### config.mk
export PLATFORM = sky130hd
export DESIGN_NAME = thumb_decode_stage
export DESIGN_NICKNAME = d
export VERILOG_FILES = /design/src/rtl/thumb_pkg.sv /design/src/rtl/thumb16_field_decode.sv /design/src/rtl/thumb_decode_stage.sv
export SDC_FILE = /design/constraint.sdc
export NUM_CORES = 1
export LEC_CHECK = 0
export ABC_AREA = 1
export CAP_MARGIN = 40
export CORE_MARGIN = 5
export CORE_UTILIZATION = 35
export DETAILED_ROUTE_END_ITERATION = 7
export SYNTH_ARGS = -nofsm -noshare
export SYNTH_HDL_FRONTEND = slang
export SYNTH_SLANG_ARGS = --single-unit
### constraint.sdc
create_clock -name clk -period 6.7 [get_ports clk]
set_clock_uncertainty 0.15 [all_clocks]
set_input_delay 1.34 -clock clk [delete_from_list [all_inputs] [get_ports clk]]
set_output_delay 1.34 -clock clk [all_outputs]
set_load 0.02 [all_outputs]
### src/rtl/thumb_pkg.sv
// Shared types for the Thumb decode stage: command codes, prefix test and bundle payload.
package thumb_pkg;

  typedef enum logic [6:0] {
    CMD_LSL_IMM  = 7'd0,
    CMD_LSR_IMM  = 7'd1,
    CMD_ASR_IMM  = 7'd2,
    CMD_ADD_REG  = 7'd3,
    CMD_SUB_REG  = 7'd4,
    CMD_ADD_IMM3 = 7'd5,
    CMD_SUB_IMM3 = 7'd6,
    CMD_MOV_IMM  = 7'd7,
    CMD_CMP_IMM  = 7'd8,
    CMD_ADD_IMM8 = 7'd9,
    CMD_SUB_IMM8 = 7'd10,
    CMD_UNDEF16  = 7'd126,
    CMD_T32      = 7'd127
  } cmd_e;

  // Width-independent part of a decoded bundle; register and immediate fields are
  // parameterised at the top level and travel alongside.
  typedef struct packed {
    cmd_e        cmd;
    logic        is32;
    logic [31:0] raw;
    logic [31:0] pc;
  } dec_bundle_t;

  // First halfword of a 32-bit encoding: hw[15:11] is 11101, 11110 or 11111.
  function automatic logic is_t32_prefix(input logic [15:0] hw);
    return (hw[15:13] == 3'b111) && (hw[12:11] != 2'b00);
  endfunction

endpackage

### src/rtl/thumb16_field_decode.sv
// Combinational field extraction for the 16-bit shift/add/sub/move/compare group.
module thumb16_field_decode
  import thumb_pkg::*;
#(
  parameter int unsigned REG_W = 4,
  parameter int unsigned IMM_W = 32
) (
  input  logic [15:0]      hw,
  output cmd_e             cmd_c,
  output logic [REG_W-1:0] rm_c,
  output logic [REG_W-1:0] rn_c,
  output logic [REG_W-1:0] rd_c,
  output logic [IMM_W-1:0] imm_c
);

  // Decode by hw[13:11], then hw[10:9] inside the register/imm3 add/sub subgroup.
  always_comb begin
    cmd_c = CMD_UNDEF16;
    rm_c  = '0;
    rn_c  = '0;
    rd_c  = '0;
    imm_c = '0;
    if (hw[15:14] == 2'b00) begin
      case (hw[13:11])
        3'b000, 3'b001, 3'b010: begin
          case (hw[12:11])
            2'b00:   cmd_c = CMD_LSL_IMM;
            2'b01:   cmd_c = CMD_LSR_IMM;
            default: cmd_c = CMD_ASR_IMM;
          endcase
          imm_c = IMM_W'(hw[10:6]);
          rm_c  = REG_W'(hw[5:3]);
          rd_c  = REG_W'(hw[2:0]);
        end
        3'b011: begin
          case (hw[10:9])
            2'b00:   cmd_c = CMD_ADD_REG;
            2'b01:   cmd_c = CMD_SUB_REG;
            2'b10:   cmd_c = CMD_ADD_IMM3;
            default: cmd_c = CMD_SUB_IMM3;
          endcase
          // hw[10] selects whether [8:6] is a register or a 3-bit immediate
          if (hw[10]) imm_c = IMM_W'(hw[8:6]);
          else        rm_c  = REG_W'(hw[8:6]);
          rn_c = REG_W'(hw[5:3]);
          rd_c = REG_W'(hw[2:0]);
        end
        3'b100: begin
          cmd_c = CMD_MOV_IMM;
          rd_c  = REG_W'(hw[10:8]);
          imm_c = IMM_W'(hw[7:0]);
        end
        3'b101: begin
          cmd_c = CMD_CMP_IMM;
          rn_c  = REG_W'(hw[10:8]);
          imm_c = IMM_W'(hw[7:0]);
        end
        default: begin
          cmd_c = hw[11] ? CMD_SUB_IMM8 : CMD_ADD_IMM8;
          rd_c  = REG_W'(hw[10:8]);
          rn_c  = REG_W'(hw[10:8]);
          imm_c = IMM_W'(hw[7:0]);
        end
      endcase
    end
  end

endmodule

### src/rtl/thumb_decode_stage.sv
// Registered Thumb decode stage: halfword queue, 32-bit pairing, PC tracking, output bundle.
module thumb_decode_stage
  import thumb_pkg::*;
#(
  parameter int unsigned HW_DEPTH = 4,
  parameter int unsigned IMM_W    = 32,
  parameter int unsigned REG_W    = 4
) (
  input  logic             clk,
  input  logic             rst_n,
  input  logic             hw_valid,
  input  logic [15:0]      hw_data,
  output logic             hw_ready,
  input  logic             flush,
  input  logic [31:0]      flush_pc,
  output logic             dec_valid,
  input  logic             dec_ready,
  output cmd_e             dec_cmd,
  output logic             dec_is32,
  output logic [31:0]      dec_raw,
  output logic [REG_W-1:0] dec_rm,
  output logic [REG_W-1:0] dec_rn,
  output logic [REG_W-1:0] dec_rd,
  output logic [IMM_W-1:0] dec_imm,
  output logic [31:0]      dec_pc
);

  localparam int unsigned     PTR_W    = (HW_DEPTH > 1) ? $clog2(HW_DEPTH) : 1;
  localparam int unsigned     CNT_W    = $clog2(HW_DEPTH + 1);
  localparam logic [PTR_W-1:0] PTR_LAST = PTR_W'(HW_DEPTH - 1);
  localparam logic [CNT_W-1:0] CNT_FULL = CNT_W'(HW_DEPTH);

  // Circular pointer advance; depth need not be a power of two.
  function automatic logic [PTR_W-1:0] ptr_inc(input logic [PTR_W-1:0] p);
    return (p == PTR_LAST) ? '0 : p + PTR_W'(1);
  endfunction

  logic [15:0]      q_mem [HW_DEPTH];
  logic [PTR_W-1:0] head;
  logic [PTR_W-1:0] tail;
  logic [CNT_W-1:0] count;
  logic [31:0]      pc;

  logic [PTR_W-1:0] head_nxt1_c;
  logic [PTR_W-1:0] head_next_c;
  logic [15:0]      hw0_c;
  logic [15:0]      hw1_c;
  logic             head_is32_c;
  logic             head_complete_c;
  logic             push_c;
  logic             load_c;
  logic [CNT_W-1:0] pop_n_c;
  logic [CNT_W-1:0] count_next_c;
  dec_bundle_t      nxt_c;

  cmd_e             f_cmd_c;
  logic [REG_W-1:0] f_rm_c;
  logic [REG_W-1:0] f_rn_c;
  logic [REG_W-1:0] f_rd_c;
  logic [IMM_W-1:0] f_imm_c;

  thumb16_field_decode #(
    .REG_W (REG_W),
    .IMM_W (IMM_W)
  ) u_field_decode (
    .hw    (hw0_c),
    .cmd_c (f_cmd_c),
    .rm_c  (f_rm_c),
    .rn_c  (f_rn_c),
    .rd_c  (f_rd_c),
    .imm_c (f_imm_c)
  );

  // Head inspection, pairing, push/pop arbitration and next bundle assembly.
  always_comb begin
    head_nxt1_c     = ptr_inc(head);
    hw0_c           = q_mem[head];
    hw1_c           = q_mem[head_nxt1_c];
    head_is32_c     = is_t32_prefix(hw0_c);
    head_complete_c = (count >= CNT_W'(2)) || ((count == CNT_W'(1)) && !head_is32_c);
    push_c          = hw_valid && hw_ready && !flush;
    load_c          = !flush && head_complete_c && (!dec_valid || dec_ready);
    pop_n_c         = '0;
    head_next_c     = head;
    if (load_c) begin
      if (head_is32_c) begin
        pop_n_c     = CNT_W'(2);
        head_next_c = ptr_inc(head_nxt1_c);
      end else begin
        pop_n_c     = CNT_W'(1);
        head_next_c = head_nxt1_c;
      end
    end
    count_next_c = count + CNT_W'(push_c) - pop_n_c;

    nxt_c      = '0;
    nxt_c.is32 = head_is32_c;
    nxt_c.cmd  = head_is32_c ? CMD_T32 : f_cmd_c;
    nxt_c.raw  = head_is32_c ? {hw0_c, hw1_c} : {16'h0000, hw0_c};
    nxt_c.pc   = pc;
  end

  // Halfword storage; contents are only meaningful below count, so no reset.
  always_ff @(posedge clk) begin
    if (push_c) q_mem[tail] <= hw_data;
  end

  // Queue pointers, occupancy, acceptance flag and PC of the head halfword.
  always_ff @(posedge clk or negedge rst_n) begin
    if (!rst_n) begin
      head     <= '0;
      tail     <= '0;
      count    <= '0;
      hw_ready <= 1'b1;
      pc       <= '0;
    end else if (flush) begin
      head     <= '0;
      tail     <= '0;
      count    <= '0;
      hw_ready <= 1'b1;
      pc       <= flush_pc & 32'hFFFF_FFFE;
    end else begin
      head     <= head_next_c;
      if (push_c) tail <= ptr_inc(tail);
      count    <= count_next_c;
      hw_ready <= (count_next_c < CNT_FULL);
      if (load_c) pc <= pc + (head_is32_c ? 32'd4 : 32'd2);
    end
  end

  // Output bundle register: loads on a free or draining slot, otherwise holds.
  always_ff @(posedge clk or negedge rst_n) begin
    if (!rst_n) begin
      dec_valid <= 1'b0;
      dec_cmd   <= CMD_LSL_IMM;
      dec_is32  <= 1'b0;
      dec_raw   <= '0;
      dec_rm    <= '0;
      dec_rn    <= '0;
      dec_rd    <= '0;
      dec_imm   <= '0;
      dec_pc    <= '0;
    end else if (flush) begin
      dec_valid <= 1'b0;
    end else if (load_c) begin
      dec_valid <= 1'b1;
      dec_cmd   <= nxt_c.cmd;
      dec_is32  <= nxt_c.is32;
      dec_raw   <= nxt_c.raw;
      dec_pc    <= nxt_c.pc;
      dec_rm    <= head_is32_c ? '0 : f_rm_c;
      dec_rn    <= head_is32_c ? '0 : f_rn_c;
      dec_rd    <= head_is32_c ? '0 : f_rd_c;
      dec_imm   <= head_is32_c ? '0 : f_imm_c;
    end else if (dec_ready) begin
      dec_valid <= 1'b0;
    end
  end

endmodule

==> flow_summary.ini <==
[sta]
setup_tns_ns = 0
slew_headroom_pct = 44.3
fmax_ghz = 0.203
hold_viol = 0
fin_crit_ns = 4.93
period_share_pct = 73.6
grt_setup_unrepaired = no
tightest_slew_ns = 0.835
final_max_slew_viol_count = 0
final-setup-viol-count = 0

[cells_and_area]
nFillCells = 2793
layoutNonFillerInstCount = 1787
insertedDiodeCount = 0
drive_above_1_share_pct = 4.63
final_cell_area_sq_um = 12300
syn_to_final_growth_pct = 22.1
post-route-util_pct = 43.0
finalNetCount = 1458

[global_routing]
antenna_found_initial = 0
overflow = 0
grt_max_degree = 104
grt_pass1_vias = 8126
grt.total_usage_pct = 17.1
grt_pass1_wl_um = 44700

[drt]
dr.pass1.iters = 5
final_antenna_net_count = 0
wl_per_cell_um = 15.7
drc = 0
routed_wl_um = 28000
vias = 8657
viasPerCell = 4.84
drtIter0Drc = 851

[placed_design]
place_inst = 1755
portBuffers = 141
dp_hpwl_um = 19900
gp_congestion = 0.908
placed_area_sq_um = 11600

[pwr]
leakagePower_nw = 5.51
ir_drop_v = 0.000241
power.density_nw_per_um2 = 427

[synthesis]
yosysWarnings = 0
yosys.area.top_type = dfrtp_1
yosys-top-cells-area = dfrtp_1 (31%), edfxtp_1 (19%), nand2_1 (19%)
synth-seq-cells = 190
synth_edf_count = 64
synth_area_per_cell_sq_um = 7.87
async_flop_share_pct = 66.3
synth_most_common_cell = nand2_1
synth_flop_cell = dfrtp_1
synth.top_cell.area_share_pct = 31.1
ys_seq_area_share_pct = 50.5
ys_types = 36
syn_inst = 1278
synth_commonest_cells = nand2_1 (502), dfrtp_1 (125), o21ai_0 (88), nand3_1 (86), nor2_1 (86)
syn-cell-area_sq_um = 10100

[cts]
cts_tree = done
htree_levels = 4
clock_sinks = 190
holdBufCountCts = 0
cts_resized = 0
postCtsSetupBuffers = 0
cts.path.max_buffers = 2
cts_buffers = 17
clock_latency_ns = 0.45
cts-root-buf = clkbuf_16
clkSlewWorstSetupHoldPaths_ns = 0.08

[setup_path]
start_kind = flop
cp_max_fo = 103
crit_arrival_ns = 5.15
path_class = reg2reg
required_ns = 6.92
cp-end-kind = flop

[floorplan]
die_w_um = 180
start_util_pct = 35.2
dieArea_sq_um = 32200
num_rows = 62
core_area_sq_um = 28500
io_pins = 171
die_h_um = 180

[worst_hold_path]
hold_class = reg2reg

[run]
drv_cap = 0

[status]
status = complete, no violations
[cells in the final DEF (no fill, tap or decap), types with 11 or more instances in the layout]
cell type and instances:
a21oi_1 23, nor3_1 11, nand3_1 86, dfrtp_1 125, o21ai_0 88, nand2_1 502
conb_1 28, buf_4 11, edfxtp_1 64, clkbuf_16 17, nor2_1 82, inv_1 81
clkdlybuf4s50_1 140, ha_1 13, o21ai_1 58
[final cells by class]
cell class	instances	area, sq um	area share, %
flip-flops and latches	190	5080	41.3
multi-input cells	936	4160	33.9
repair buffers	157	1600	13.0
well taps	384	480	3.91
clock buffers	17	425	3.46
inverters	88	333	2.71
clock inverters	15	210	1.71
[path summary, 6_finish.rpt]
kind | from | to | slack (ns) | depth (start not counted)
setup / recovery | head[0] | hw_ready | 1.77 | 19
hold / removal | dec_pc[4] | dec_pc[4] | 0.33 | 2
setup reg to reg | head[0] | hw_ready | 1.77 | 19
hold reg to reg | dec_pc[4] | dec_pc[4] | 0.33 | 2
max in group asynchronous | rst_n | dec_rd[1] | 4.48 | 3
min in group asynchronous | rst_n | dec_raw[10] | 0.81 | 1
[through the flow]
stage / worst slack, ns / total power, W / hold slack, ns
floorplan: 3.15 / 0.00333 / 0.321
global placement: 1.67 / 0.00413 / 0.314
detailed placement: 1.64 / 0.00419 / 0.316
CTS: 1.74 / 0.00528 / 0.335
global route: 1.27 / 0.00563 / 0.364
finish: 1.77 / 0.00524 / 0.332
[where the power goes]
| group | internal [W] | switching [W] | leakage [nW] | total (W) |
|---|---|---|---|---|
| logic | 0.000865 | 0.00151 | 2.99 | 0.00238 |
| clock network | 0.000525 | 0.000554 | 0.307 | 0.00108 |
| registers | 0.00153 | 0.000252 | 2.21 | 0.00178 |
[layer usage]
metal / global-route usage [%] / vias up / share of wire [%]
li1: - / 4274 / -
met1: 24.1 / 4073 / 47
met2: 26.8 / 270 / 45
met4: 5.46 / 0 / 2.5
met3: 3.01 / 40 / 5.5
met5: 0 / - / 0
[cell families (layout without fill, tap and decap cells)]
| kind of cell | Yosys count | after routing | share of synthesized area, % |
|---|---|---|---|
| and+or+nand+nor | 697 | 697 | 27.6 |
| DFF | 190 | 190 | 50.5 |
| AOI/OAI and AO/OA | 184 | 184 | 9.44 |
| buffers and inverters | 179 | 277 | 9.35 |
| adders and majority gates | 15 | 15 | 2.01 |
| xor gates and xnor gates | 12 | 12 | 1.04 |
| other | 1 | 28 | 0.0373 |
[registers in the layout, summed over array words and instances, names as in the netlist]
name / cells
dec_valid: 1
dec_rn: 3
dec_rm: 3
dec_is32: 1
dec_rd: 3
tail: 2
hw_ready: 1
head: 2
pc: 31
dec_cmd: 5
count: 3
dec_imm: 8
dec_raw: 32
dec_pc: 31
q_mem: 64
[critical path: stages, from the launching register on]
cell and delay, ns:
dfrtp_1 0.59, inv_2 0.45, nor2_2 0.09, o21ai_2 0.57
nand3_2 0.48, nand2_2 0.21, nand2_4 0.11, nand2_8 0.48
inv_4 0.30, nand2_1 0.14, inv_1 0.06, ha_1 0.28
inv_1 0.05, ha_1 0.12, inv_1 0.04, fa_1 0.37
nand2_1 0.08, nand2_1 0.04, nor2_1 0.14, inv_1 0.05
Note: power is estimated with default switching activity, not from simulation.
